===== src/rtl/axi_lite_arb_2to1.sv =====
// Two-master to one-slave AXI4-Lite arbiter: round-robin grant taken in IDLE,
// one transaction in flight, all channel forwarding combinational from the granted master.
module axi_lite_arb_2to1 #(
  parameter int ADDR_WIDTH = 32,
  parameter int DATA_WIDTH = 32
) (
  input  logic                    clk,
  input  logic                    rst_n,
  // master 0 (instruction fetch)
  input  logic [ADDR_WIDTH-1:0]   M0_AXI_AWADDR,
  input  logic [2:0]              M0_AXI_AWPROT,
  input  logic                    M0_AXI_AWVALID,
  output logic                    M0_AXI_AWREADY,
  input  logic [DATA_WIDTH-1:0]   M0_AXI_WDATA,
  input  logic [DATA_WIDTH/8-1:0] M0_AXI_WSTRB,
  input  logic                    M0_AXI_WVALID,
  output logic                    M0_AXI_WREADY,
  output logic [1:0]              M0_AXI_BRESP,
  output logic                    M0_AXI_BVALID,
  input  logic                    M0_AXI_BREADY,
  input  logic [ADDR_WIDTH-1:0]   M0_AXI_ARADDR,
  input  logic [2:0]              M0_AXI_ARPROT,
  input  logic                    M0_AXI_ARVALID,
  output logic                    M0_AXI_ARREADY,
  output logic [DATA_WIDTH-1:0]   M0_AXI_RDATA,
  output logic [1:0]              M0_AXI_RRESP,
  output logic                    M0_AXI_RVALID,
  input  logic                    M0_AXI_RREADY,
  // master 1 (load/store unit)
  input  logic [ADDR_WIDTH-1:0]   M1_AXI_AWADDR,
  input  logic [2:0]              M1_AXI_AWPROT,
  input  logic                    M1_AXI_AWVALID,
  output logic                    M1_AXI_AWREADY,
  input  logic [DATA_WIDTH-1:0]   M1_AXI_WDATA,
  input  logic [DATA_WIDTH/8-1:0] M1_AXI_WSTRB,
  input  logic                    M1_AXI_WVALID,
  output logic                    M1_AXI_WREADY,
  output logic [1:0]              M1_AXI_BRESP,
  output logic                    M1_AXI_BVALID,
  input  logic                    M1_AXI_BREADY,
  input  logic [ADDR_WIDTH-1:0]   M1_AXI_ARADDR,
  input  logic [2:0]              M1_AXI_ARPROT,
  input  logic                    M1_AXI_ARVALID,
  output logic                    M1_AXI_ARREADY,
  output logic [DATA_WIDTH-1:0]   M1_AXI_RDATA,
  output logic [1:0]              M1_AXI_RRESP,
  output logic                    M1_AXI_RVALID,
  input  logic                    M1_AXI_RREADY,
  // shared slave
  output logic [ADDR_WIDTH-1:0]   S_AXI_AWADDR,
  output logic [2:0]              S_AXI_AWPROT,
  output logic                    S_AXI_AWVALID,
  input  logic                    S_AXI_AWREADY,
  output logic [DATA_WIDTH-1:0]   S_AXI_WDATA,
  output logic [DATA_WIDTH/8-1:0] S_AXI_WSTRB,
  output logic                    S_AXI_WVALID,
  input  logic                    S_AXI_WREADY,
  input  logic [1:0]              S_AXI_BRESP,
  input  logic                    S_AXI_BVALID,
  output logic                    S_AXI_BREADY,
  output logic [ADDR_WIDTH-1:0]   S_AXI_ARADDR,
  output logic [2:0]              S_AXI_ARPROT,
  output logic                    S_AXI_ARVALID,
  input  logic                    S_AXI_ARREADY,
  input  logic [DATA_WIDTH-1:0]   S_AXI_RDATA,
  input  logic [1:0]              S_AXI_RRESP,
  input  logic                    S_AXI_RVALID,
  output logic                    S_AXI_RREADY,
  output logic [1:0]              arb_grant,
  output logic                    arb_busy
);
  localparam int SW = DATA_WIDTH / 8;

  typedef enum logic [2:0] {IDLE, RD_ADDR, RD_DATA, WR_XFER, WR_RESP} state_t;

  logic [1:0][ADDR_WIDTH-1:0] awaddr, araddr;
  logic [1:0][2:0]            awprot, arprot;
  logic [1:0][DATA_WIDTH-1:0] wdata, rdata;
  logic [1:0][SW-1:0]         wstrb;
  logic [1:0][1:0]            rresp, bresp;
  logic [1:0] awvalid, awready, wvalid, wready, bvalid, bready;
  logic [1:0] arvalid, arready, rvalid, rready;

  assign awaddr  = {M1_AXI_AWADDR,  M0_AXI_AWADDR};
  assign awprot  = {M1_AXI_AWPROT,  M0_AXI_AWPROT};
  assign awvalid = {M1_AXI_AWVALID, M0_AXI_AWVALID};
  assign wdata   = {M1_AXI_WDATA,   M0_AXI_WDATA};
  assign wstrb   = {M1_AXI_WSTRB,   M0_AXI_WSTRB};
  assign wvalid  = {M1_AXI_WVALID,  M0_AXI_WVALID};
  assign bready  = {M1_AXI_BREADY,  M0_AXI_BREADY};
  assign araddr  = {M1_AXI_ARADDR,  M0_AXI_ARADDR};
  assign arprot  = {M1_AXI_ARPROT,  M0_AXI_ARPROT};
  assign arvalid = {M1_AXI_ARVALID, M0_AXI_ARVALID};
  assign rready  = {M1_AXI_RREADY,  M0_AXI_RREADY};

  assign {M1_AXI_AWREADY, M0_AXI_AWREADY} = awready;
  assign {M1_AXI_WREADY,  M0_AXI_WREADY}  = wready;
  assign {M1_AXI_BVALID,  M0_AXI_BVALID}  = bvalid;
  assign {M1_AXI_BRESP,   M0_AXI_BRESP}   = bresp;
  assign {M1_AXI_ARREADY, M0_AXI_ARREADY} = arready;
  assign {M1_AXI_RVALID,  M0_AXI_RVALID}  = rvalid;
  assign {M1_AXI_RRESP,   M0_AXI_RRESP}   = rresp;
  assign {M1_AXI_RDATA,   M0_AXI_RDATA}   = rdata;

  state_t state, state_nx;
  logic   gnt, last_gnt, sel, aw_done, w_done;
  logic   req0, req1, ar_hs, r_hs, aw_hs, w_hs, b_hs;

  assign req0  = arvalid[0] | awvalid[0];
  assign req1  = arvalid[1] | awvalid[1];
  // on a tie the master that did not win last time gets the bus
  assign sel   = (req0 & req1) ? ~last_gnt : req1;
  assign ar_hs = S_AXI_ARVALID & S_AXI_ARREADY;
  assign r_hs  = S_AXI_RVALID  & S_AXI_RREADY;
  assign aw_hs = S_AXI_AWVALID & S_AXI_AWREADY;
  assign w_hs  = S_AXI_WVALID  & S_AXI_WREADY;
  assign b_hs  = S_AXI_BVALID  & S_AXI_BREADY;

  always_ff @(posedge clk or negedge rst_n) begin
    if (!rst_n) begin
      state    <= IDLE;
      gnt      <= 1'b0;
      last_gnt <= 1'b1;
      aw_done  <= 1'b0;
      w_done   <= 1'b0;
    end else begin
      state <= state_nx;
      if (state == IDLE && (req0 | req1)) begin
        gnt      <= sel;
        last_gnt <= sel;
      end
      if (state == WR_XFER) begin
        if (aw_hs) aw_done <= 1'b1;
        if (w_hs)  w_done  <= 1'b1;
      end
      if (state == WR_RESP && b_hs) begin
        aw_done <= 1'b0;
        w_done  <= 1'b0;
      end
    end
  end

  always_comb begin
    state_nx = state;
    case (state)
      IDLE:    if (req0 | req1) state_nx = arvalid[sel] ? RD_ADDR : WR_XFER;
      RD_ADDR: if (ar_hs) state_nx = RD_DATA;
      RD_DATA: if (r_hs)  state_nx = IDLE;
      WR_XFER: if ((aw_done | aw_hs) && (w_done | w_hs)) state_nx = WR_RESP;
      WR_RESP: if (b_hs)  state_nx = IDLE;
      default: state_nx = IDLE;
    endcase
  end

  always_comb begin
    S_AXI_AWADDR  = '0;  S_AXI_AWPROT = '0;  S_AXI_AWVALID = 1'b0;
    S_AXI_WDATA   = '0;  S_AXI_WSTRB  = '0;  S_AXI_WVALID  = 1'b0;
    S_AXI_BREADY  = 1'b0;
    S_AXI_ARADDR  = '0;  S_AXI_ARPROT = '0;  S_AXI_ARVALID = 1'b0;
    S_AXI_RREADY  = 1'b0;
    awready = '0;  wready = '0;  bvalid = '0;  bresp = '0;
    arready = '0;  rvalid = '0;  rresp  = '0;  rdata = '0;
    case (state)
      RD_ADDR: begin
        S_AXI_ARADDR  = araddr[gnt];
        S_AXI_ARPROT  = arprot[gnt];
        S_AXI_ARVALID = arvalid[gnt];
        arready[gnt]  = S_AXI_ARREADY;
      end
      RD_DATA: begin
        rdata[gnt]   = S_AXI_RDATA;
        rresp[gnt]   = S_AXI_RRESP;
        rvalid[gnt]  = S_AXI_RVALID;
        S_AXI_RREADY = rready[gnt];
      end
      WR_XFER: begin
        // each channel drops out of the handshake once it has completed
        if (!aw_done) begin
          S_AXI_AWADDR  = awaddr[gnt];
          S_AXI_AWPROT  = awprot[gnt];
          S_AXI_AWVALID = awvalid[gnt];
          awready[gnt]  = S_AXI_AWREADY;
        end
        if (!w_done) begin
          S_AXI_WDATA  = wdata[gnt];
          S_AXI_WSTRB  = wstrb[gnt];
          S_AXI_WVALID = wvalid[gnt];
          wready[gnt]  = S_AXI_WREADY;
        end
      end
      WR_RESP: begin
        bresp[gnt]   = S_AXI_BRESP;
        bvalid[gnt]  = S_AXI_BVALID;
        S_AXI_BREADY = bready[gnt];
      end
      default: ;
    endcase
  end

  assign arb_busy  = (state != IDLE);
  assign arb_grant = arb_busy ? (gnt ? 2'b10 : 2'b01) : 2'b00;

endmodule


===== config.mk =====
export PLATFORM = sky130hd
export DESIGN_NAME = axi_lite_arb_2to1
export DESIGN_NICKNAME = d
export VERILOG_FILES = /design/src/rtl/axi_lite_arb_2to1.sv
export SDC_FILE = /design/constraint.sdc
export NUM_CORES = 1
export LEC_CHECK = 0
export CELL_PAD_IN_SITES_DETAIL_PLACEMENT = 1
export CELL_PAD_IN_SITES_GLOBAL_PLACEMENT = 2
export CORE_AREA = 4 4 180 182
export CTS_CLUSTER_DIAMETER = 50
export CTS_CLUSTER_SIZE = 10
export DETAILED_ROUTE_END_ITERATION = 12
export DIE_AREA = 0 0 184 186
export PLACE_DENSITY_LB_ADDON = 0.15
export SLEW_MARGIN = 20
export SYNTH_ARGS = -nofsm -noshare
export SYNTH_HDL_FRONTEND = slang
export SYNTH_SLANG_ARGS = --single-unit

===== constraint.sdc =====
create_clock -name clk -period 4.9 [get_ports clk]
set_input_delay 0.98 -clock clk [delete_from_list [all_inputs] [get_ports clk]]
set_output_delay 0.98 -clock clk [all_outputs]
set_load 0.005 [all_outputs]

### Word level (Yosys, flattened, before mapping)

Index checks and enable logic that the tools add are counted.
Widths: inputs -> output; s select.

* register bits after elaboration: 7
* input port bits: 265

* magnitude comparators: 3
* equality and inequality tests: 9
* multiplexer cells: 73
* bitwise logic cells: 20
* reduce and logical (&&, ||, !) cells: 12

Operators with widths (number)
* $mux 32: 12
* $and 64x64->64: 1
* $mux 64: 1
* $mux 3: 12
* $demux 32 s1: 1
* $mux 1: 27
* $mux 4: 6
* $mux 2: 11
* $pmux 3 s5: 1
* $and 2x2->2: 5
* $and 4x4->4: 2
* $and 1x1->1: 6
* $eq 3x2->1 const B: 2
* $ne 2x2->1 const B: 3
* $reduce_bool 2->1: 3
* $or 1x1->1: 5
* $reduce_and 5->1: 1
* $logic_and 1x1->1: 4
* $lt 1x2->1 const B: 2
* $ne 2x1->1 const B: 2
* $reduce_and 2->1: 2
* $eq 3x1->1 const B: 1
* $eq 3x3->1 const B: 1
* $logic_not 3->1: 1
* other kinds (5): 5

### Longest topological paths before layout

* word-level depth: 9
* gate-level depth with buffers: 7
* mapped depth without buffers: 5

### Worst setup path before layout

No wires, ideal clock.

* kind: register -> output
* start point: register gnt
* end point: output port M1_AXI_RDATA[10]
* arrival: 1.339 ns
* data required time: 3.920 ns
* setup slack: 2.581 ns
* stages on the path, launching flop included: 7
* path buffers: 3
* cell sequence: dfrtp_1 -> buf_4 -> buf_6 -> inv_1 -> nor3_2 -> clkbuf_1 -> and2_1

* word-level cells in the longest chain between the ends: 6

Ends and longest elaborated chain
* from (decl): line 106 `logic gnt, last_gnt, sel, aw_done, w_done;`
* from (signal assigned): line 129 `gnt <= sel;`
* $lt 1x2->1 (implied by the code) or $ge 1x1->1 (tied branches): line 171 `rdata[gnt] = S_AXI_RDATA;`
* $logic_and 1x1->1 (implied by the code): line 171
* $mux 32 (implied by the code): line 171
* $demux 32 s1 (*): line 171
* $and 64x64->64 (no line) (*)
* $mux 64 (*): line 163 `case (state)`
* to (decl): line 45 `output logic [DATA_WIDTH-1:0] M1_AXI_RDATA,`

Mark *: on every way between the ends. The rest lies on a longest branch, timed or not.

### Worst setup path after layout

* start point: register gnt
* end point: output port S_AXI_BREADY

* word-level cells in the longest chain between the ends: 3

Ends and longest elaborated chain
* $mux 1 (implied by the code) (2 in a row): line 194 `S_AXI_BREADY = bready[gnt];`
* $mux 1: line 163
* to (decl): line 60 `output logic S_AXI_BREADY,`

Every way passes these cells. The select of a mux whose other input is x is not followed.

==> metrics <==
core box area 30600 sq um; multi-input logic area 2320 sq um; Final Skew 0.00185 ns; via density per instance 3.63; initial DRC count 83; # Post-CTS Setup Buffers 0; die width 184 um; DR WL/cell 18.9 um; gpl congestion 0.720; slowest stage cell, crit path buf_4; Post-synth ARST share 100%; CP Data Required Time 3.92 ns; CP Launch Type flop; DR pass1 iterations 4; total number of vias 4464; CTS Hold Bufs 0; fin crit share 74.2%; Hold WS 0.523 ns; register area share after synthesis 6.56%; final worst slack 1.26 ns; largest area contributor in the netlist mux2i_1; layout cell share with drive strength beyond 1 2.28%; Placed Cells incl. Taps 1226; remaining routing DRC violations 0; min cycle time layout 3.64 ns; Final Max Slew Viols 0; PostCTS Resize Cnt 0; post-synthesis register bit count 7; GR Overflow Total 0; Post-Layout Cell Count 1231; number of placement rows 64; R2R Setup Slk 2.17 ns; crit path from gnt$_DFFE_PN0P_; synthesized cell area 2690 sq um; Crit Path Max Fanout 45; Fmax 0.275 GHz; Static Leak 3.07 nW; Num CTS Buffers 3; CTS tree done; RSZ-0062 raised after global routing false; Synth top cells by count 119 x nor2_1, 111 x mux2i_1, 71 x and2_1; port buffer count 460; PwrDens 290 nW/um^2; Post-Synthesis Cells 398; Root Buffer clkbuf_16; FF-to-FF path depth 6; most common cell in the netlist nor2_1; synth top area cells mux2i_1 41%, nor2_1 17%, and2_1 17%; CP endpoint kind output port; YS warnings 0; setup TNS 0 ns; H-tree depth 1; syn avg cell area 6.76 sq um; r2r startpoint gnt$_DFFE_PN0P_; number of global-route vias before repair 4870; Detail Route Antenna Nets 0; syn nets 663; IO Pins 461; largest net degree at the start of global routing 56; global-route wire length before repair 32300 um; clk buf depth 2; main flop type after synthesis dfrtp_1; Reg area 180 sq um; nets 1100; pre-CTS WS 1.46 ns; signal arrival time at the worst endpoint 2.66 ns; worst min-delay path category flop to flop; die height 186 um; # fillers 3642; Worst setup endpoint S_AXI_BREADY; Initial Util 8.80%; gr usage total 12.3%; total clock sinks 7; VDD IR-drop max 0.000118 V; RR Endpoint state[1]$_DFFE_PN0P_; measured slew at the worst slew-check pin 0.778 ns; EDFF count, synth 0; wirelength, routed 23200 um; status completed; max cap viols 0; Slew headroom 48.1%; antenna violations before repair 3; Cell Chain, Critical Path buf_4, mux2i_1, nor2_1, clkdlybuf4s50_1; Clk Latency, worst-skew pair 0.23 ns; critical path's largest stage delay 0.69 ns; Setup CP Type flop to output port; total die area 34200 sq um; Yosys top cell area share 41.3%; endpoints failing setup 0; Worst-path clk slew 0.04 ns; Post-DP HPWL 20100 um; Hold Violations, Final 0; Netlist cell types 30; area grow syn2layout 189%
cell type report:
| cell class | instances | share of cell area (%) |
|---|---|---|
| Antenna cell | 1 | 0.0322 |
| Clock buffer | 4 | 1.01 |
| Multi-Input combinational cell | 348 | 29.8 |
| Inverter | 8 | 0.386 |
| Tap cell | 396 | 6.37 |
| Sequential cell | 7 | 2.32 |
| Timing Repair Buffer | 467 | 60.0 |
stage by stage:
stage	cell area (sq um)	util, %	power, W
after floorplan	2690	-	0.00114
after global placement	7700	25.2	0.00219
after detailed placement	7700	25.2	0.00217
after CTS	7770	25.4	0.00232
after global routing	7770	25.4	0.00246
final	7780	25.4	0.00225
power by group:
part / switching (W) / internal (W) / total (W)
Clock: 0.0000314 / 0.000108 / 0.000140
Combinational: 0.000824 / 0.00110 / 0.00193
Sequential: 0.0000961 / 0.0000916 / 0.000188
Total: 0.000951 / 0.00130 / 0.00225
flip-flops by register name, indices dropped and copies added (netlist names):
name / count
state: 3
aw_done: 1
gnt: 1
last_gnt: 1
w_done: 1
layer usage:
layer  GRT usage, %  wire (um)  up-vias
li1               -          -     2197
met1           12.5       7910     1998
met2           24.5      12500      255
met3           5.06       2630       10
met4          0.858        175        4
met5              0         21        -
cells in the final DEF, fill, tap and decap left out, drive strengths merged, types with 2 or more instances in the layout:
cell             n
nand2            5
nand2b           4
nor2           119
mux2i          111
nor3            11
inv              8
mux2             2
dfrtp            6
a21o             2
o31a             2
a21oi            5
o21ai            3
clkbuf           4
and3             6
buf              7
clkdlybuf4s50  460
and2            71
how the worst min path moves through the flow:
stage	from	endpoint	slack, ns	cells past startpoint
finish	last_gnt$_DFFE_PN1P_	last_gnt$_DFFE_PN1P_	0.52	1
global route	last_gnt$_DFFE_PN1P_	last_gnt$_DFFE_PN1P_	0.54	1
CTS	last_gnt$_DFFE_PN1P_	last_gnt$_DFFE_PN1P_	0.53	1
detailed placement	last_gnt$_DFFE_PN1P_	last_gnt$_DFFE_PN1P_	0.52	1
global placement	last_gnt$_DFFE_PN1P_	last_gnt$_DFFE_PN1P_	0.52	1
floorplan	last_gnt$_DFFE_PN1P_	last_gnt$_DFFE_PN1P_	0.50	1
critical path, delay by kind of cell, from the launching register on:
family	cells	cell delay, ns
AND/OR/NAND/NOR	1	0.22
buffers and inverters	2	1.27
multiplexers	1	0.22
flip-flops	1	0.68
cell families (layout without fill, tap and decap cells):
logic type             after synthesis  after routing  share of synthesized area, %
AOI/OAI and AO/OA                   16             16                          4.23
buffers and inverters               43            479                          7.21
DFF                                  7              7                          6.56
muxes                              113            113                          42.3
other                                0              1                             0
and+or+nand+nor                    219            219                          39.7
Power figures use the tool's default switching activity.
==> patch 1 (same settings) <==
`ADDR_WIDTH`: 32 -> 40.
--- a/src/rtl/axi_lite_arb_2to1.sv
+++ b/src/rtl/axi_lite_arb_2to1.sv
@@ -3,3 +3,3 @@
 module axi_lite_arb_2to1 #(
-  parameter int ADDR_WIDTH = 32,
+  parameter int ADDR_WIDTH = 40,
   parameter int DATA_WIDTH = 32
Interface: changed (6 resized); port bits go from 461 to 509. The function was not compared with the original's and may differ.
==> patch 1 against the original RTL <==
- routed wire length increased by 17%
- sequential cell count did not move
- synthesized area rose by 8.6%
- worst setup slack worse by 0.15 ns
- worst hold slack better by 0.0028 ns
- count of clock-buffer cells in the layout unchanged
- first-iteration DRC count is 23% higher
- total power grew 12%
- die area did not move
- design area is 9.2% higher
==> patch 1: results (changes against the original RTL) <==
set qor(r2r_setup_slack_ns) 2.44 ;# +0.27 ns
set qor(routed_wire_length_per_instance_um) 20.7 ;# +9.8%
set qor(finish.cell_count_without_fillers) 1313 ;# +6.7%
set qor(crit_path_start) {state[0]$_DFFE_PN0P_}
set qor(detail_route.wirelength.met1_um) 8930 ;# +13%
set qor(synth_compound_gate_area_share_pct) 3.77 ;# -0.46 points
set qor(detailroute.via_count) 4890 ;# +9.5%
set qor(maximum_clock_skew_at_final_layout_ns) 0.00185 ;# -0.000000380 ns
set qor(detailed_placer_s_ending_hpwl_um) 24100 ;# +20%
set qor(port_buffers) 508 ;# +10%
set qor(cp_data_arrival_time_ns) 2.81 ;# +0.15 ns
set qor(h-tree-depth) 1 ;# unchanged
set qor(status) {finished clean}
set qor(max_slew_margin_pct) 31.1 ;# -17 points
set qor(globalRouteTotalUtil_pct) 14.3 ;# +2.0 points
set qor(crit_slowest_cell) {sky130_fd_sc_hd__nand2b_2}
set qor(preCtsSetupSlack_ns) 1.26 ;# -0.196 ns
set qor(grt_max_degree) 64 ;# +14%
set qor(grt_first_pass_wirelength_um) 36000 ;# +12%
set qor(met3_global_route_usage_pct) 5.67 ;# +0.61 points
set qor(antenna_violations_before_repair) 6 ;# +3
set qor(synth.avg_cell_area_sq_um) 6.75 ;# -0.22%
set qor(wl_met3_um) 2930 ;# +11%
set qor(final_layout_size_suffix_gt1_share_pct) 2.19 ;# -0.088 points
set qor(synth.area.mux_share_pct) 44.4 ;# +2.2 points
set qor(vdd_drop_max_v) 0.000184 ;# +56%
set qor(period_needed_ns) 3.79 ;# +0.152 ns
set qor(met2_usage_pct) 28.8 ;# +4.3 points
set qor(critical_path.max_fanout) 46 ;# +2.2%
set qor(yosys-top-cells-area) {sky130_fd_sc_hd__mux2i_1 44%, sky130_fd_sc_hd__nor2_1 17%, sky130_fd_sc_hd__and2_1 15%, sky130_fd_sc_hd__dfrtp_1 5.1%, sky130_fd_sc_hd__buf_2 3.4%}
set qor(first_global_vias) 5058 ;# +3.9%
set qor(grt_use_met1_pct) 13.8 ;# +1.3 points
set qor(critPathTopFamily) {simple AND/OR/NAND/NOR gates}
set qor(met2WireLength_um) 15000 ;# +20%
set qor(leakagePower_nw) 3.37 ;# +9.7%
set qor(drt_iter0_drc) 102 ;# +23%
set qor(crit_path_end) {M0_AXI_AWREADY}
set qor(ys_top_cells_by_count) {134 x sky130_fd_sc_hd__nor2_1, 127 x sky130_fd_sc_hd__mux2i_1, 71 x sky130_fd_sc_hd__and2_1, 20 x sky130_fd_sc_hd__buf_2, 16 x sky130_fd_sc_hd__clkbuf_1}
set qor(place_area_sq_mm) 0.00841 ;# +9.2%
patch 1: cell count changes in the layout (fill, tap and decap cells not counted), sizes merged:
cell | unedited run | this run
diode | 1 | 4
buf | 7 | 6
nor2 | 119 | 135
clkdlybuf4s50 | 460 | 508
mux2i | 111 | 127
patch 1: final cells by class:
| class | count | area (sq um) |
|---|---|---|
| Fill cell | 3566 | 22100 |
| Timing Repair Buffer | 514 | 5150 |
| Multi-Input combinational cell | 380 | 2540 |
| Tap cell | 396 | 495 |
| Sequential cell | 7 | 180 |
| Clock buffer | 4 | 78.8 |
| Inverter | 8 | 30.0 |
| Antenna cell | 4 | 10.0 |
patch 1: cell families after synthesis:
group	count (synthesis)
AOI/OAI and AO/OA	16
buffers and inverters	46
DFF	7
muxes	129
and+or+nand+nor	235
patch 1: power by group:
part | total [mW] | switching (mW) | leakage [nW] | internal (mW)
combinational | 2.18 | 0.957 | 3.25 | 1.23
clock | 0.139 | 0.0309 | 0.0382 | 0.108
sequential | 0.200 | 0.109 | 0.0802 | 0.0914
==> patch 2 (same settings) <==
Made on the original files. Encoding of `state_t`: now one-hot (5 bits for 5 states).
--- a/src/rtl/axi_lite_arb_2to1.sv
+++ b/src/rtl/axi_lite_arb_2to1.sv
@@ -73,3 +73,3 @@
 
-  typedef enum logic [2:0] {IDLE, RD_ADDR, RD_DATA, WR_XFER, WR_RESP} state_t;
+  typedef enum logic [4:0] {IDLE = 5'b00001, RD_ADDR = 5'b00010, RD_DATA = 5'b00100, WR_XFER = 5'b01000, WR_RESP = 5'b10000} state_t;
 
Formal check against the unedited RTL: no difference found for any inputs over 10 cycles, from zero or initial values and one cycle with rst_n low; not proved beyond that.
==> patch 2 against the original RTL <==
- worst setup slack worse by 0.24 ns
- synthesized cell count is 0.75% higher
- highest routed layer unchanged
- sequential cell count rose by 2
- design area rose by 0.50%
- fmax is 6.2% lower
- synthesized area up 1.4%
- register-to-register slack gained 0.27 ns
- critical path type unchanged
- routed wire length rose by 7.5%
- total power decreased by 21%
- sequential power rose by 24%
==> patch 2: results (changes against the original RTL) <==
set qor(num_antenna_cells) 0 ;# -1
set qor(routabilityCongestion) 0.788 ;# +9.5%
set qor(fin_nets) 1103 ;# +0.27%
set qor(max_freq_ghz) 0.258 ;# -6.2%
set qor(yosys-top-cells-area) {sky130_fd_sc_hd__mux2i_1 40%, sky130_fd_sc_hd__nor2_1 16%, sky130_fd_sc_hd__and2_1 16%, sky130_fd_sc_hd__dfrtp_1 6.4%, sky130_fd_sc_hd__buf_2 2.6%}
set qor(detail_route.wirelength.met1_um) 9180 ;# +16%
set qor(drt_iter0_drc) 115 ;# +39%
set qor(synth.avg_cell_area_sq_um) 6.81 ;# +0.64%
set qor(ff2ff_path_depth) 4 ;# -2
set qor(status) {finished clean}
set qor(cp_data_arrival_time_ns) 2.90 ;# +0.24 ns
set qor(grt_first_pass_wirelength_um) 34000 ;# +5.5%
set qor(final_layout_size_suffix_gt1_share_pct) 2.03 ;# -0.25 points
set qor(routed_wl_um) 25000 ;# +7.5%
set qor(r2r_setup_slack_ns) 2.44 ;# +0.27 ns
set qor(largest_reg_flops) 5 ;# +2
set qor(crit-reg2reg-capture) {state[3]$_DFFE_PN0P_}
set qor(grt_max_degree) 59 ;# +5.4%
set qor(first_global_vias) 4891 ;# +0.43%
set qor(met2WireLength_um) 12600 ;# +0.75%
set qor(min_delay_path_depth) 2 ;# +1
set qor(met2_usage_pct) 24.3 ;# -0.19 points
set qor(n_fill_cell) 3629 ;# -0.36%
set qor(net_count_synth) 666 ;# +0.45%
set qor(synth.lib_cells_used.distinct) 33 ;# +10%
set qor(dp.cells) 1229 ;# +0.24%
set qor(place_area_sq_mm) 0.00774 ;# +0.54%
set qor(ys_seq_area_share_pct) 8.34 ;# +1.8 points
set qor(detailed_placer_s_ending_hpwl_um) 21600 ;# +7.3%
set qor(vdd_drop_max_v) 0.000199 ;# +68%
set qor(h-tree-depth) 1 ;# unchanged
set qor(wl_met3_um) 2940 ;# +12%
set qor(antenna_violations_before_repair) 1 ;# -2
set qor(crit_path_start) {state[2]$_DFFE_PN0P_}
set qor(grt_use_met1_pct) 14.4 ;# +1.9 points
set qor(leakagePower_nw) 3.18 ;# +3.3%
set qor(max_slew_margin_pct) 47.4 ;# -0.69 points
set qor(ys_top_cells_by_count) {119 x sky130_fd_sc_hd__nor2_1, 109 x sky130_fd_sc_hd__mux2i_1, 71 x sky130_fd_sc_hd__and2_1, 15 x sky130_fd_sc_hd__clkbuf_1, 14 x sky130_fd_sc_hd__buf_2}
set qor(drt_pass_1_iters) 4 ;# unchanged
## patch 2: report_power, final
part / switching [mW] / internal (mW)
combinational: 0.595 / 0.805
clock: 0.0347 / 0.109
sequential: 0.119 / 0.115
## patch 2: cells by family (layout without fill, tap and decap cells)
group,after synthesis,count (layout),synth area share (%)
buf+inv,42,478,6.97
compound gates,17,17,4.45
simple gates,222,222,39.4
flops,9,9,8.34
mux,111,111,40.8
## patch 2: layout make-up
type | instances | area [sq um] | area share, %
Tap cell | 396 | 495 | 6.34
Timing Repair Buffer | 467 | 4670 | 59.7
Multi-Input combinational cell | 350 | 2310 | 29.6
Clock buffer | 4 | 78.8 | 1.01
Sequential cell | 9 | 231 | 2.96
Inverter | 7 | 26.3 | 0.336
## patch 2: worst max-delay path: stages (launching register included)
cell and delay, ns:
sky130_fd_sc_hd__dfrtp_1 0.40, sky130_fd_sc_hd__or3b_1 0.41, sky130_fd_sc_hd__or4_2 0.97, sky130_fd_sc_hd__nor3_1 0.31, sky130_fd_sc_hd__clkdlybuf4s50_1 0.55
## patch 2: how the worst min path moves through the flow
stage / slack (ns) / end / start
detailed placement: 0.53 / last_gnt$_DFFE_PN1P_ / last_gnt$_DFFE_PN1P_
global route: 0.55 / last_gnt$_DFFE_PN1P_ / last_gnt$_DFFE_PN1P_
finish: 0.53 / last_gnt$_DFFE_PN1P_ / last_gnt$_DFFE_PN1P_
CTS: 0.53 / last_gnt$_DFFE_PN1P_ / last_gnt$_DFFE_PN1P_
floorplan: 0.49 / last_gnt$_DFFE_PN1P_ / last_gnt$_DFFE_PN1P_
global placement: 0.53 / last_gnt$_DFFE_PN1P_ / last_gnt$_DFFE_PN1P_
